[src/rtl/cool_proc_pkg.sv]
// Shared definitions for the register-bank read path: FSM encoding, beat tags
// and the one-hot check used on every select and write-enable vector.
package cool_proc_pkg;

    localparam int NREGS = 8;

    typedef enum logic [1:0] {
        ST_IDLE = 2'd0,
        ST_RD_A = 2'd1,
        ST_RD_B = 2'd2
    } state_t;

    localparam logic TAG_A = 1'b0;
    localparam logic TAG_B = 1'b1;

    function automatic logic is_onehot(input logic [NREGS-1:0] v);
        return (v != '0) && ((v & (v - {{(NREGS-1){1'b0}}, 1'b1})) == '0);
    endfunction

endpackage

[src/rtl/reg_onehot_select.sv]
// Combinational one-hot register mux with write forwarding: a same-cycle bank
// write to the selected register wins over the (about to be stale) q value.
module reg_onehot_select
    import cool_proc_pkg::*;
#(
    parameter int WIDTH = 16
) (
    input  logic [NREGS-1:0] sel,
    input  logic [WIDTH-1:0] q0,
    input  logic [WIDTH-1:0] q1,
    input  logic [WIDTH-1:0] q2,
    input  logic [WIDTH-1:0] q3,
    input  logic [WIDTH-1:0] q4,
    input  logic [WIDTH-1:0] q5,
    input  logic [WIDTH-1:0] q6,
    input  logic [WIDTH-1:0] q7,
    input  logic [NREGS-1:0] wr_en,
    input  logic [WIDTH-1:0] wr_data,
    output logic [WIDTH-1:0] value,
    output logic             sel_ok
);

    logic [WIDTH-1:0] q_arr [NREGS];

    assign q_arr[0] = q0;
    assign q_arr[1] = q1;
    assign q_arr[2] = q2;
    assign q_arr[3] = q3;
    assign q_arr[4] = q4;
    assign q_arr[5] = q5;
    assign q_arr[6] = q6;
    assign q_arr[7] = q7;

    assign sel_ok = is_onehot(sel);

    // The bank ignores zero or multi-hot write enables, so only a clean one-hot write forwards.
    always_comb begin
        value = '0;
        for (int i = 0; i < NREGS; i++) begin
            if (sel[i]) begin
                value = value | q_arr[i];
            end
        end
        if (is_onehot(wr_en) && (wr_en == sel)) begin
            value = wr_data;
        end
    end

endmodule

[src/rtl/register_reader.sv]
// Reads an operand pair (A then B) from the register bank and serialises it
// onto the shared operand bus as two tagged beats; all outputs are registered.
module register_reader
    import cool_proc_pkg::*;
#(
    parameter int WIDTH = 16
) (
    input  logic             clk,
    input  logic             resetn,
    input  logic             start,
    input  logic [NREGS-1:0] sel_a,
    input  logic [NREGS-1:0] sel_b,
    input  logic [WIDTH-1:0] q0,
    input  logic [WIDTH-1:0] q1,
    input  logic [WIDTH-1:0] q2,
    input  logic [WIDTH-1:0] q3,
    input  logic [WIDTH-1:0] q4,
    input  logic [WIDTH-1:0] q5,
    input  logic [WIDTH-1:0] q6,
    input  logic [WIDTH-1:0] q7,
    input  logic [NREGS-1:0] wr_en,
    input  logic [WIDTH-1:0] wr_data,
    output logic [WIDTH-1:0] bus_out,
    output logic             bus_valid,
    output logic             bus_tag,
    output logic             busy,
    output logic             done,
    output logic             sel_err
);

    state_t           state_q, state_d;
    logic [NREGS-1:0] sel_a_q, sel_a_d;
    logic [NREGS-1:0] sel_b_q, sel_b_d;
    logic [WIDTH-1:0] bus_out_q, bus_out_d;
    logic             bus_valid_q, bus_valid_d;
    logic             bus_tag_q, bus_tag_d;
    logic             busy_q, busy_d;
    logic             done_q, done_d;
    logic             sel_err_q, sel_err_d;

    logic [WIDTH-1:0] value_a, value_b;
    logic             ok_a, ok_b;
    logic             start_ok;

    assign start_ok = is_onehot(sel_a) && is_onehot(sel_b);

    reg_onehot_select #(.WIDTH(WIDTH)) u_sel_a (
        .sel(sel_a_q), .q0(q0), .q1(q1), .q2(q2), .q3(q3),
        .q4(q4), .q5(q5), .q6(q6), .q7(q7),
        .wr_en(wr_en), .wr_data(wr_data), .value(value_a), .sel_ok(ok_a)
    );

    reg_onehot_select #(.WIDTH(WIDTH)) u_sel_b (
        .sel(sel_b_q), .q0(q0), .q1(q1), .q2(q2), .q3(q3),
        .q4(q4), .q5(q5), .q6(q6), .q7(q7),
        .wr_en(wr_en), .wr_data(wr_data), .value(value_b), .sel_ok(ok_b)
    );

    always_comb begin
        state_d     = state_q;
        sel_a_d     = sel_a_q;
        sel_b_d     = sel_b_q;
        bus_out_d   = '0;
        bus_valid_d = 1'b0;
        bus_tag_d   = TAG_A;
        done_d      = 1'b0;
        sel_err_d   = 1'b0;

        case (state_q)
            ST_IDLE: begin
                if (start) begin
                    if (start_ok) begin
                        sel_a_d = sel_a;
                        sel_b_d = sel_b;
                        state_d = ST_RD_A;
                    end else begin
                        sel_err_d = 1'b1;
                    end
                end
            end
            ST_RD_A: begin
                bus_out_d   = ok_a ? value_a : '0;
                bus_valid_d = ok_a;
                bus_tag_d   = TAG_A;
                state_d     = ST_RD_B;
            end
            ST_RD_B: begin
                bus_out_d   = ok_b ? value_b : '0;
                bus_valid_d = ok_b;
                bus_tag_d   = TAG_B;
                done_d      = 1'b1;
                state_d     = ST_IDLE;
                // Accepting here chains pairs without a bus bubble; a bad select is
                // dropped silently so sel_err never collides with done.
                if (start && start_ok) begin
                    sel_a_d = sel_a;
                    sel_b_d = sel_b;
                    state_d = ST_RD_A;
                end
            end
            default: state_d = ST_IDLE;
        endcase

        busy_d = (state_d != ST_IDLE);
    end

    always_ff @(posedge clk) begin
        if (!resetn) begin
            state_q     <= ST_IDLE;
            sel_a_q     <= '0;
            sel_b_q     <= '0;
            bus_out_q   <= '0;
            bus_valid_q <= 1'b0;
            bus_tag_q   <= 1'b0;
            busy_q      <= 1'b0;
            done_q      <= 1'b0;
            sel_err_q   <= 1'b0;
        end else begin
            state_q     <= state_d;
            sel_a_q     <= sel_a_d;
            sel_b_q     <= sel_b_d;
            bus_out_q   <= bus_out_d;
            bus_valid_q <= bus_valid_d;
            bus_tag_q   <= bus_tag_d;
            busy_q      <= busy_d;
            done_q      <= done_d;
            sel_err_q   <= sel_err_d;
        end
    end

    assign bus_out   = bus_out_q;
    assign bus_valid = bus_valid_q;
    assign bus_tag   = bus_tag_q;
    assign busy      = busy_q;
    assign done      = done_q;
    assign sel_err   = sel_err_q;

endmodule

[config.mk]
export PLATFORM = sky130hd
export DESIGN_NAME = register_reader
export DESIGN_NICKNAME = d
export VERILOG_FILES = /design/src/rtl/cool_proc_pkg.sv /design/src/rtl/reg_onehot_select.sv /design/src/rtl/register_reader.sv
export SDC_FILE = /design/constraint.sdc
export NUM_CORES = 1
export LEC_CHECK = 0
export ABC_AREA = 1
export CORE_MARGIN = 2
export CORE_UTILIZATION = 30
export DETAILED_ROUTE_END_ITERATION = 8
export PLACE_DENSITY = 0.6
export SLEW_MARGIN = 0
export SYNTH_ARGS = -nofsm -noshare
export SYNTH_HDL_FRONTEND = slang
export SYNTH_SLANG_ARGS = --single-unit
[constraint.sdc]
create_clock -name clk -period 2.6 [get_ports clk]
set_clock_uncertainty 0.2 [all_clocks]
set_input_delay 0.52 -clock clk [delete_from_list [all_inputs] [get_ports clk]]
set_output_delay 0.52 -clock clk [all_outputs]
set_load 0.02 [all_outputs]
==> flow_metrics.py, run 1 <==
metrics = {
    "sta": {
        "tightest_slew_ns": 0.7727,
        "maxSlewViolCount": 0,
        "period_share_pct": 94.02,
        "fin_ws_ns": 0.1555,
        "relSlewSlack_pct": 48.41,
        "rsz0062_at_grt": "false",
        "setup_viol": 0,
        "fin_tns_setup_ns": 0,
        "hold_violations": 0,
        "max_freq_mhz": 409.1,
        "fin_crit_ns": 2.445,
        "whs_ns": 0.4022,
    },
    "cells_and_area": {
        "final_area_mm2": 0.006679,
        "regArea_um2": 760.7,
        "n_antenna_cell": 0,
        "layout.cells.non_filler": 1187,
        "drive_gt1_share_pct": 6.554,
        "syn_to_final_growth_pct": 54.55,
        "multi_input_area_mm2": 0.002992,
        "final_nets": 1182,
        "fillCellCount": 1494,
        "final_core_util_pct": 47.75,
    },
    "clock_tree": {
        "max-clock-path-buffers": 2,
        "cts_max_level": 2,
        "post_cts_buffers": 0,
        "clk_pin_slew_ns": 0.06,
        "cts_hold_buf": 0,
        "cts_tree": "yes",
        "cts_buffers": 5,
        "clock_latency_ns": 0.28,
        "cts_root_buf": "clkbuf_16",
        "cts_resized": 0,
        "cts_sinks": 38,
    },
    "routing": {
        "viasPerCell": 5.288,
        "dr.max_layer_used": "met5",
        "met2_wirelength_um": 9606,
        "vias": 6277,
        "drt-met1-wl_um": 8604,
        "drt-total-wl_um": 21670,
        "drtIter0Drc": 677,
        "wl_per_cell_um": 18.26,
        "drc_errors": 0,
        "wl_met3_um": 2483,
        "ant_nets": 0,
        "first_pass_iters": 6,
    },
    "synth": {
        "ys_types": 31,
        "synth_enable_flop_cells": 0,
        "synthArstFlopShare_pct": 0,
        "ys_top_cells_by_area": "nand2_1, dfxtp_1, nand3_1, inv_1, nor2_1",
        "syn_nets": 995,
        "yosys.area.top_type": "nand2_1",
        "yosysWarningCount": 0,
        "yosys-top-cells-count": "nand2_1, nand3_1, inv_1",
        "synth_seq_cells": 38,
        "synth_cells": 820,
        "synth-main-ff-cell": "dfxtp_1",
        "yosysMostFrequentCell": "nand2_1",
        "synth_area_per_cell_um2": 5.270,
        "synth_top_area_share_pct": 28.75,
        "seq_area_frac_synth_pct": 17.60,
        "synth_area_mm2": 0.004322,
    },
    "placed_design": {
        "portBuffers": 191,
        "place_hpwl_um": 16880,
        "place_inst": 1180,
        "pre_cts_slack_ns": -0.01166,
        "gp_congestion": 0.9346,
        "place_area_mm2": 0.006510,
    },
    "grt": {
        "gr-usage-all-layers_pct": 27.39,
        "grt_pass1_vias": 5768,
        "antenna_found_initial": 1,
        "grt_pass1_wl_um": 31920,
        "grt_max_degree": 32,
        "grt_overflow": 0,
    },
    "floorplanning": {
        "core_mm2": 0.01399,
        "dieHeight_um": 124.0,
        "die_w_um": 124.0,
        "rows": 43,
        "die-area_mm2": 0.01538,
        "ioPinCount": 192,
        "start_util_pct": 30.89,
    },
    "critical_path": {
        "cp_slowest_cell": "dfxtp_1",
        "path_cells": "inv_2, nand2_1, nand2_1, nor2_1, nand2_2, nor2_8, nand2_4, nand2_1, nand3_1, a21oi_1",
        "worst-path-max-fanout": 16,
        "critPathArrivalTime_ns": 2.44,
        "critPathMaxStageDelay_ns": 0.82,
        "worst_setup_path_start_kind": "flip-flop",
        "critical_path_class": "flip-flop to flip-flop",
        "crit_path_start": "sel_a_q[5]",
        "end_kind": "flip-flop",
        "required_ns": 2.60,
        "rr_startpoint": "sel_a_q[5]",
        "crit_top_cell": "nand2_1",
    },
    "outcome": {
        "outcome": "completed",
    },
    "pwr": {
        "ir_drop_mv": 0.2899,
        "power_density_mw_per_mm2": 261.5,
        "finalPower_mw": 1.746,
        "leakage_nw": 3.100,
    },
    "min_path": {
        "hp-start": "state_q[0]",
        "hold_class": "flip-flop to flip-flop",
    },
    "flow_run": {
        "cap_violations": 0,
    },
}
final timing paths:
path         depth (start not counted)  slack, ns          to
max reg2reg                         10       0.16  bus_out[4]
min                                  4       0.40  state_q[0]
min reg2reg                          4       0.40  state_q[0]
max                                 10       0.16  bus_out[4]
flip-flops by register name, summed over array words and instances, names as in the netlist:
| register | flops |
|---|---|
| bus_out | 16 |
| bus_valid | 1 |
| busy | 1 |
| done | 1 |
| sel_a_q | 8 |
| sel_b_q | 8 |
| sel_err | 1 |
| state_q | 2 |
cells by family (layout without fill, tap and decap cells):
group / count (synthesis) / in the layout / synth area share, %
and+or+nand+nor: 551 / 551 / 54.92
buffers and inverters: 130 / 317 / 13.17
AOI/OAI and AO/OA: 95 / 95 / 12.74
DFF: 38 / 38 / 17.60
adders and majority gates: 4 / 4 / 1.158
xor gates and xnor gates: 2 / 2 / 0.4054
critical path, delay by kind of cell (launching register included):
family	cells	cell delay, ns
AO/OA/AOI/OAI	1	0.18
buffers and inverters	1	0.25
flip-flops	1	0.82
AND/OR/NAND/NOR	8	0.91
metal layers:
layer | track usage, % | vias up
met5 | 0 | -
met4 | 12.57 | 2
met3 | 4.167 | 67
met2 | 45.84 | 426
met1 | 34.57 | 2767
li1 | - | 3015
cell type report:
| cell class | instances | area share (%) |
|---|---|---|
| multi-input combinational | 652 | 44.79 |
| timing repair buffer | 224 | 33.08 |
| sequential | 38 | 11.39 |
| inverter | 86 | 4.833 |
| tap | 180 | 3.372 |
| clock buffer | 6 | 2.079 |
| clock inverter | 1 | 0.4496 |
cell usage in the layout, fill, tap and decap left out, types with 2 or more instances in the layout:
master and count:
o21ai_1 4, o21ai_0 39, inv_1 72, inv_2 14
buf_12 4, clkbuf_16 5, ha_1 4, nor3_1 32
a21oi_1 19, dfxtp_1 38, a22o_1 11, o22ai_1 17
o211ai_1 2, buf_4 29, nor2_1 68, nand3_1 75
xor2_1 2, nand4_1 32, nand2_4 2, nor2_4 6
clkdlybuf4s50_1 191, nand2_1 331
power by group:
| part | switching [mW] | leakage [nW] | internal (mW) | total, mW |
|---|---|---|---|---|
| sequential | 0.000476 | 0.306 | 0.583 | 0.583 |
| combinational | 0.168 | 2.71 | 0.264 | 0.431 |
| clock | 0.257 | 0.0829 | 0.474 | 0.732 |
| total | 0.425 | 3.10 | 1.32 | 1.75 |
(Power assumes the default switching activity.)
==> run 2: changes to the inputs <==
- TNS_END_PERCENT: unset -> 10
==> results of run 2 <==
Final layout, timing and power as in run 1 (identical DEF).
